### config.mk
export PLATFORM = sky130hd
export DESIGN_NAME = mux2_rr_arb_flat
export DESIGN_NICKNAME = d
export VERILOG_FILES = /design/src/rtl/mux_pkg.sv /design/src/rtl/mux2_rr_arb_if.sv /design/src/rtl/mux2_1.sv /design/src/rtl/mux2_rr_arb.sv /design/src/flat_wrapper.sv
export SDC_FILE = /design/constraint.sdc
export NUM_CORES = 1
export LEC_CHECK = 0
export CORE_UTILIZATION = 32
export DETAILED_ROUTE_END_ITERATION = 10
export GPL_TIMING_DRIVEN = 0
export PLACE_DENSITY = 0.84
export RECOVER_POWER = 50
export SYNTH_ARGS = -nofsm -noshare
export SYNTH_HDL_FRONTEND = slang
export SYNTH_SLANG_ARGS = --single-unit
### constraint.sdc
create_clock -name clk -period 1.63 [get_ports clk]
set_clock_uncertainty 0.15 [all_clocks]
set_input_delay 0.4075 -clock clk [delete_from_list [all_inputs] [get_ports clk]]
set_output_delay 0.4075 -clock clk [all_outputs]
set_load 0.02 [all_outputs]
### src/rtl/mux_pkg.sv
// ---------------------------------------------------------------------------
// mux_pkg
// Shared definitions for the two-input round-robin stream multiplexer.
//   DEFAULT_WIDTH : default payload width of both inputs and the output
//   SRC_I0/SRC_I1 : encoding of the source tag carried on out_src
//   state_e       : occupancy of the one-entry output register
// ---------------------------------------------------------------------------
package mux_pkg;

  localparam int DEFAULT_WIDTH = 8;

  localparam logic SRC_I0 = 1'b0;
  localparam logic SRC_I1 = 1'b1;

  typedef enum logic {
    EMPTY = 1'b0,
    FULL  = 1'b1
  } state_e;

endpackage

### src/rtl/mux2_rr_arb_if.sv
// ---------------------------------------------------------------------------
// mux2_rr_arb_if
// Bundles the two input streams and the output stream of mux2_rr_arb.
//   i0_valid/i0_data/i0_ready : input stream 0 (valid/ready handshake)
//   i1_valid/i1_data/i1_ready : input stream 1 (valid/ready handshake)
//   out_valid/out_data/out_src/out_ready : registered output stream
// Modports:
//   master : the environment that feeds the inputs and consumes the output
//   slave  : the arbiter itself
// ---------------------------------------------------------------------------
interface mux2_rr_arb_if
  import mux_pkg::*;
#(
  parameter int WIDTH = DEFAULT_WIDTH
);

  logic             i0_valid;
  logic [WIDTH-1:0] i0_data;
  logic             i0_ready;

  logic             i1_valid;
  logic [WIDTH-1:0] i1_data;
  logic             i1_ready;

  logic             out_valid;
  logic [WIDTH-1:0] out_data;
  logic             out_src;
  logic             out_ready;

  modport master (
    output i0_valid, i0_data,
    input  i0_ready,
    output i1_valid, i1_data,
    input  i1_ready,
    input  out_valid, out_data, out_src,
    output out_ready
  );

  modport slave (
    input  i0_valid, i0_data,
    output i0_ready,
    input  i1_valid, i1_data,
    output i1_ready,
    output out_valid, out_data, out_src,
    input  out_ready
  );

endinterface

### src/rtl/mux2_1.sv
// ---------------------------------------------------------------------------
// mux2_1
// Single-bit two-to-one multiplexer.
//   a : selected when s = 0
//   b : selected when s = 1
//   s : select
//   y : selected bit
// ---------------------------------------------------------------------------
module mux2_1 (
  input  logic a,
  input  logic b,
  input  logic s,
  output logic y
);

  assign y = s ? b : a;

endmodule

### src/rtl/mux2_rr_arb.sv
// ---------------------------------------------------------------------------
// mux2_rr_arb
// Merges two valid/ready input streams into one registered output stream.
// When both inputs offer a word, the stream that did not win the previous
// load is granted (round robin); a lone valid input is always granted.
// The output is a single register that can drain and reload on the same
// edge, so a continuously ready consumer sees one word per cycle.
// Ports:
//   clk   : rising-edge clock
//   rst_n : asynchronous, active-low reset
//   bus   : stream bundle (slave side), see mux2_rr_arb_if
// ---------------------------------------------------------------------------
module mux2_rr_arb
  import mux_pkg::*;
#(
  parameter int WIDTH = DEFAULT_WIDTH
) (
  input  logic           clk,
  input  logic           rst_n,
  mux2_rr_arb_if.slave   bus
);

  state_e           state_q,   state_d;
  logic [WIDTH-1:0] data_q,    data_d;
  logic             src_q,     src_d;
  logic             lastSrc_q, lastSrc_d;

  logic             loadOk;
  logic             hasGrant;
  logic             grant;
  logic             doLoad;
  logic [WIDTH-1:0] selData;

  // Arbitration: the output register can accept a word when it is empty or
  // is being drained this cycle. With both inputs valid, the stream that did
  // not win the last load is granted; otherwise whichever one is valid.
  always_comb begin
    loadOk   = (state_q == EMPTY) || bus.out_ready;
    hasGrant = bus.i0_valid || bus.i1_valid;
    grant    = SRC_I0;
    if (bus.i0_valid && bus.i1_valid) begin
      grant = ~lastSrc_q;
    end else if (bus.i1_valid) begin
      grant = SRC_I1;
    end
    doLoad = loadOk && hasGrant;
  end

  // Readys are qualified by rst_n so that neither input sees a handshake
  // while reset is held, even though the register reads EMPTY then.
  assign bus.i0_ready = rst_n && doLoad && (grant == SRC_I0);
  assign bus.i1_ready = rst_n && doLoad && (grant == SRC_I1);

  // Per-bit datapath select, steered by the grant.
  for (genvar gi = 0; gi < WIDTH; gi++) begin : gSel
    mux2_1 uMux (
      .a (bus.i0_data[gi]),
      .b (bus.i1_data[gi]),
      .s (grant),
      .y (selData[gi])
    );
  end

  // Next-state for the output register: a load captures the granted word
  // and its source; a drain with nothing to reload just empties the slot and
  // leaves the data untouched. last_src only moves on a load.
  always_comb begin
    state_d   = state_q;
    data_d    = data_q;
    src_d     = src_q;
    lastSrc_d = lastSrc_q;
    if (doLoad) begin
      state_d   = FULL;
      data_d    = selData;
      src_d     = grant;
      lastSrc_d = grant;
    end else if ((state_q == FULL) && bus.out_ready) begin
      state_d = EMPTY;
    end
  end

  // Output register and round-robin pointer. Reset leaves last_src pointing
  // at stream 1 so that stream 0 wins the first contention.
  always_ff @(posedge clk or negedge rst_n) begin
    if (!rst_n) begin
      state_q   <= EMPTY;
      data_q    <= '0;
      src_q     <= SRC_I0;
      lastSrc_q <= SRC_I1;
    end else begin
      state_q   <= state_d;
      data_q    <= data_d;
      src_q     <= src_d;
      lastSrc_q <= lastSrc_d;
    end
  end

  assign bus.out_valid = (state_q == FULL);
  assign bus.out_data  = data_q;
  assign bus.out_src   = src_q;

endmodule

### src/flat_wrapper.sv
// flat-port wrapper written by rule: the top's interface ports become plain ports
module mux2_rr_arb_flat import mux_pkg::*;
#(
  parameter int WIDTH = DEFAULT_WIDTH
)
  (clk, rst_n, bus_i0_valid, bus_i0_data, bus_i0_ready, bus_i1_valid, bus_i1_data, bus_i1_ready, bus_out_valid, bus_out_data, bus_out_src, bus_out_ready);
  mux2_rr_arb_if #(.WIDTH(WIDTH)) bus_i ();
  input  logic clk;
  input  logic rst_n;
  input wire logic [$bits(bus_i.i0_valid)-1:0] bus_i0_valid;
  input wire logic [$bits(bus_i.i0_data)-1:0] bus_i0_data;
  output wire logic [$bits(bus_i.i0_ready)-1:0] bus_i0_ready;
  input wire logic [$bits(bus_i.i1_valid)-1:0] bus_i1_valid;
  input wire logic [$bits(bus_i.i1_data)-1:0] bus_i1_data;
  output wire logic [$bits(bus_i.i1_ready)-1:0] bus_i1_ready;
  output wire logic [$bits(bus_i.out_valid)-1:0] bus_out_valid;
  output wire logic [$bits(bus_i.out_data)-1:0] bus_out_data;
  output wire logic [$bits(bus_i.out_src)-1:0] bus_out_src;
  input wire logic [$bits(bus_i.out_ready)-1:0] bus_out_ready;
  assign bus_i.i0_valid = bus_i0_valid;
  assign bus_i.i0_data = bus_i0_data;
  assign bus_i0_ready = bus_i.i0_ready;
  assign bus_i.i1_valid = bus_i1_valid;
  assign bus_i.i1_data = bus_i1_data;
  assign bus_i1_ready = bus_i.i1_ready;
  assign bus_out_valid = bus_i.out_valid;
  assign bus_out_data = bus_i.out_data;
  assign bus_out_src = bus_i.out_src;
  assign bus_i.out_ready = bus_out_ready;
  mux2_rr_arb #(.WIDTH(WIDTH)) u_core (.clk(clk), .rst_n(rst_n), .bus(bus_i));
endmodule
=== Word-level counts from Yosys, hierarchy flattened ===
Index checks and enable logic that the tools add are counted.

* Flip-flop bits (word level): 11
* Input port bits: 21

* Multiplexer cells: 12
* Bitwise operators: 3
* Reduce and logical (&&, ||, !) cells: 9

{| class="wikitable"
|+ Operators with widths
! operator !! number
|-
| two-way mux 1 bit || 12
|-
| logical AND 1 bit || 6
|-
| NOT 1 bit || 3
|-
| logical OR 1 bit || 2
|-
| nonzero test 2 bit || 1
|}

=== Longest topological paths before layout ===
Gate-level depths: netlist of the first run.

* Depth after elaboration: 5
* Mapped depth: 5

=== Hierarchy ===
Synthesis of the first run repeated with hierarchy kept, for this count alone.

* Cell total of the unflattened synthesis: 41
* Area, all modules: 619.3 sq um

{| class="wikitable"
|+ Modules (own cells, without submodules)
! module !! cells an instance !! sequential area each (sq um) !! times used !! area an instance (sq um)
|-
| mux2_rr_arb || 33 || 276.5 || 1 || 499.2
|-
| mux2_1 || 1 || 0.0 || 8 || 15.0
|}

=== Worst setup path before layout of the first run ===
Ideal clock, no wire load.

* Path type: in2out
* From: input bus_i1_valid
* To: output bus_i0_ready
* Arrival time: 1.252 ns
* Slack: -0.180 ns
* Stages: 5
* Data required time: 1.072 ns
* Cell sequence: or2_1 buf_6 and2_4 buf_6 and3_1

* Cells in the longest elaborated chain, start to end: 4
* Elaborated cells between the ends (all ways): 8
* Classes of those cells: mux (2); bitwise (1); reduce/logical (5)

{| class="wikitable"
|+ RTL lines
! element !! line !! RTL
|-
| start, declared || flat_wrapper.sv:13 || <nowiki>input wire logic [$bits(bus_i.i1_valid)-1:0] bus_i1_valid;</nowiki>
|-
| two-way mux 1 bit, or another cell as far along || mux2_rr_arb.sv:43 || <nowiki>end else if (bus.i1_valid) begin</nowiki>
|-
| two-way mux 1 bit or logical AND 1 bit (tied branches) || mux2_rr_arb.sv:41, mux2_rr_arb.sv:46 ||
|-
| NOT 1 bit or logical AND 1 bit (tied branches) || mux2_rr_arb.sv:51 || <nowiki>assign bus.i0_ready = rst_n && doLoad && (grant == SRC_I0);</nowiki>
|-
| logical AND 1 bit (*) || mux2_rr_arb.sv:51 ||
|-
| end, declared || flat_wrapper.sv:12 || <nowiki>output wire logic [$bits(bus_i.i0_ready)-1:0] bus_i0_ready;</nowiki>
|}

Every way passes the cells marked *; elsewhere a longest branch is shown, timed or not.

=== Worst setup path in the final report of the first run ===
* From: register u_core.lastSrc_q
* To: output bus_i0_ready

* Cells in the longest elaborated chain, start to end: 4

{| class="wikitable"
|+ RTL lines
! element !! line !! RTL
|-
| start, declared || mux2_rr_arb.sv:26 || <nowiki>logic lastSrc_q, lastSrc_d;</nowiki>
|-
| start signal, assigned || mux2_rr_arb.sv:94 || <nowiki>lastSrc_q <= lastSrc_d;</nowiki>
|-
| NOT 1 bit || mux2_rr_arb.sv:42 || <nowiki>grant = ~lastSrc_q;</nowiki>
|-
| two-way mux 1 bit || mux2_rr_arb.sv:41 || <nowiki>if (bus.i0_valid && bus.i1_valid) begin</nowiki>
|-
| NOT 1 bit || mux2_rr_arb.sv:51 ||
|-
| logical AND 1 bit || mux2_rr_arb.sv:51 ||
|}

Every way passes these cells.

==> parameters.txt, run 1 <==
Parameter                              Value

Synth
  Sequential area share after synthesis    51.0%
  Async S/R FF share, synth    100%
  Count of flip-flops with a built-in enable after synthesis    0
  Number of instances in the synthesized netlist    60
  Top_reg_cell synth    dfrtp_1
  Avg Cell Area, Syn    9.03 sq um
  Count of warnings emitted by yosys    0
  Syn nets    81
  Post-synth cell types    16
  Number of flip-flops and latches in the synthesized netlist    11
  Netlist area before placement    542 sq um

Place
  Sum of net half-perimeters after detailed placement    1080 um
  Placed Instance Area    890 sq um
  Gp weighted congestion    0.768
  IO Port Bufs    32
  Dpl cells    108

Global route
  Initial antenna violation count    0
  GRT overflow    0
  Number of global-route vias before repair    642
  GRT Total Usage    20.4%
  Pin count of the biggest net entering global routing    11
  First-pass GRT wire length    2780 um

Timing
  Number of setup violations in the final report    2
  Worst path setup slack after routing    -0.174 ns
  Shortest clock period the worst path allows after layout    1.80 ns
  Unrepaired setup endpoints after global routing    true
  Transition time of the tightest slew-check pin    0.507 ns
  Achievable Freq    554 MHz
  Tightest slew margin relative to the limit    66.1%
  Number of endpoints with negative hold slack in the final report    0
  Share of the cycle needed by the critical path after routing    111%
  Final-report max-slew violation count    0
  Total Neg Setup Slack    -0.293 ns

Hold path
  Classification of the worst-slack hold path    input pin to async pin

Clocking
  Maximum clock insertion buffer count    2
  Clock slew at reported path FFs    0.08 ns
  H-tree depth    1
  TritonCTS sink count    11
  CTS tree    built
  Latest clock arrival within the worst-skew pair    0.26 ns
  Clock root buffer master    clkbuf_4
  CTS buffer count    3

Outcome
  Status    finished, violations left
  Failing checks    negative setup slack

Route
  Detail-routed via count per cell    5.25
  Number of DRC violations after detailed-routing iteration 0    9
  Final wirelength    1770 um
  Wirelength per Cell    14.5 um
  Drt drc    0
  Total number of vias    640
  Number of nets with antenna violations after routing    0
  1st-pass router iterations    4

Die
  Effective utilization at floorplan    35.1%
  Die boundary height    43.1 um
  Row Count    14
  Die X    43.1 um
  I/O pin count    33
  Core area    1540 sq um
  Total Die Area    1860 sq um

Layout
  Net count reported at finish    128
  Post-route cell area    1010 sq um
  Antenna Cells    0
  Post-layout utilization of the core    65.8%
  Post-layout instance count excluding filler cells    122
  Filler cell count    143
  Register area    277 sq um
  Layout cell share with drive strength beyond 1    25.5%
  Total area of multi-input combinational cells    263 sq um
  Area delta synth->final    87.3%

Pwr
  Register share of total power    40.6%
  Power density over cell area    845 nW/um^2
  Switching pwr    277 uW
  Worst VDD drop    0.480 mV
  Lkg Pwr    0.456 nW
  Switching power share of the total    32.3%
  Comb pwr share    37.5%
  Total power draw    857 uW
  Part of the power in the clock network    21.8%
  Design internal power    580 uW

Worst setup path
  Arrival time reported for the critical path endpoint    1.25 ns
  Critical Setup Path Class    flop to output pin
  Reg-to-reg critical path startpoint    u_core.lastSrc_q
  Critical Path Source    u_core.lastSrc_q
  Endpoint kind of the worst setup timing path    output pin
  Critical Path Fanout Max    3
  Kind of start point of the critical path    flop
  Critical path required time    1.07 ns

Run
  Reported max-cap violation count    0
synthesized netlist by cell type (2+ instances only):
| cell | number | area (sq um) |
|---|---|---|
| a21oi_1 | 9 | 45.0 |
| a31oi_1 | 9 | 56.3 |
| and3_1 | 2 | 12.5 |
| buf_6 | 2 | 22.5 |
| dfrtp_1 | 10 | 250 |
| nand2_1 | 17 | 63.8 |
| nand2b_1 | 2 | 12.5 |
flip-flops by register name (all words and copies together) (netlist names):
register / cells
u_core.lastSrc_q: 1
u_core.bus.out_valid: 1
u_core.bus.out_data: 8
u_core.bus.out_src: 1
power by group through the flow:
stage          combinational [mW]  sequential [mW]  clock, mW
3_3_place_gp                0.296            0.350          0
2_1_floorplan              0.0961            0.398          0
6_report                    0.322            0.348      0.187
3_5_place_dp                0.302            0.353          0
4_1_cts                     0.321            0.348      0.188
5_1_grt                     0.344            0.354      0.200
worst paths after layout:
check,to,slack [ns],cells after the start
min in group clk,u_core.lastSrc_q,0.27,3
worst max register to register,u_core.bus.out_data[6],0.22,5
worst min-delay path,u_core.lastSrc_q,0.05,1
worst max-delay path,bus_i0_ready,-0.17,3
max in group asynchronous,u_core.bus.out_data[1],0.35,2
worst min register to register,u_core.bus.out_src,0.40,2
metrics by stage:
step	setup slack [ns]	hold WS [ns]
floorplan	-0.119	-0.0381
global placement	-1.18	0.359
detailed placement	-1.23	0.371
CTS	-0.194	0.0485
global route	-0.202	0.0498
finish	-0.174	0.0475
placed cells by master, fill, tap and decap left out:
| cell | n |
|---|---|
| nand2_1 | 17 |
| clkdlybuf4s15_2 | 1 |
| nand2b_4 | 1 |
| a21oi_1 | 9 |
| dlygate4sd3_1 | 1 |
| o21ai_1 | 1 |
| a21boi_4 | 1 |
| buf_8 | 1 |
| a31oi_1 | 9 |
| dfstp_2 | 1 |
| dfrtp_1 | 10 |
| dlygate4sd2_1 | 10 |
| clkbuf_1 | 2 |
| buf_4 | 9 |
| clkbuf_2 | 1 |
| a21bo_4 | 1 |
| or2_1 | 1 |
| clkbuf_8 | 1 |
| inv_1 | 1 |
| and2_4 | 1 |
| clkbuf_4 | 4 |
| clkdlybuf4s15_1 | 1 |
| and3_4 | 2 |
| clkdlybuf4s50_1 | 16 |
| nand2b_1 | 1 |
| buf_6 | 3 |
logic make-up after synthesis:
logic type | Yosys count | synth area share (%)
buffers and inverters | 5 | 6.23
flip-flops | 11 | 51.0
AO/OA/AOI/OAI | 21 | 23.6
AND/OR/NAND/NOR | 23 | 19.2
final cells by class:
cell class,count,share of cell area [%]
Tap cell,16,1.97
Inverter,1,0.370
Timing Repair Buffer,45,40.6
Clock buffer,4,2.59
Buffer,1,1.36
Multi-Input combinational cell,44,25.9
Sequential cell,11,27.3
worst max-delay path: stages, from the launching register on:
cell and delay [ns]:
dfstp_2 0.58, a21bo_4 0.13, and3_4 0.16, buf_6 0.11
repair_timing:
action / CTS / global route
pin swaps: 6 / 3
endpoints found under the setup margin: 21 / 2
setup buffers: 10 / 2
gates cloned: 0 / 0
hold buffers: 1 / 0
endpoints found under the hold margin: 10 / 0
gates resized for setup: 46 / 0
routing by layer:
layer / vias up / GRT usage [%] / wire length [um]
met5: - / 0 / 0
met4: 0 / 4.85 / 0
met3: 0 / 4.68 / 111
met2: 28 / 37.9 / 965
met1: 313 / 23.2 / 690
li1: 299 / - / -
(Power assumes the default switching activity.)
==> inputs of run 2 (changes only) <==
--- a/config.mk
+++ b/config.mk
@@ -7,6 +7,7 @@
 export LEC_CHECK = 0
 export CORE_UTILIZATION = 32
 export DETAILED_ROUTE_END_ITERATION = 10
+export GPL_ROUTABILITY_DRIVEN = 0
 export GPL_TIMING_DRIVEN = 0
 export PLACE_DENSITY = 0.84
 export RECOVER_POWER = 50
==> results of run 2 <==
Same layout as run 1: the final DEF is identical, and so are final timing and power.
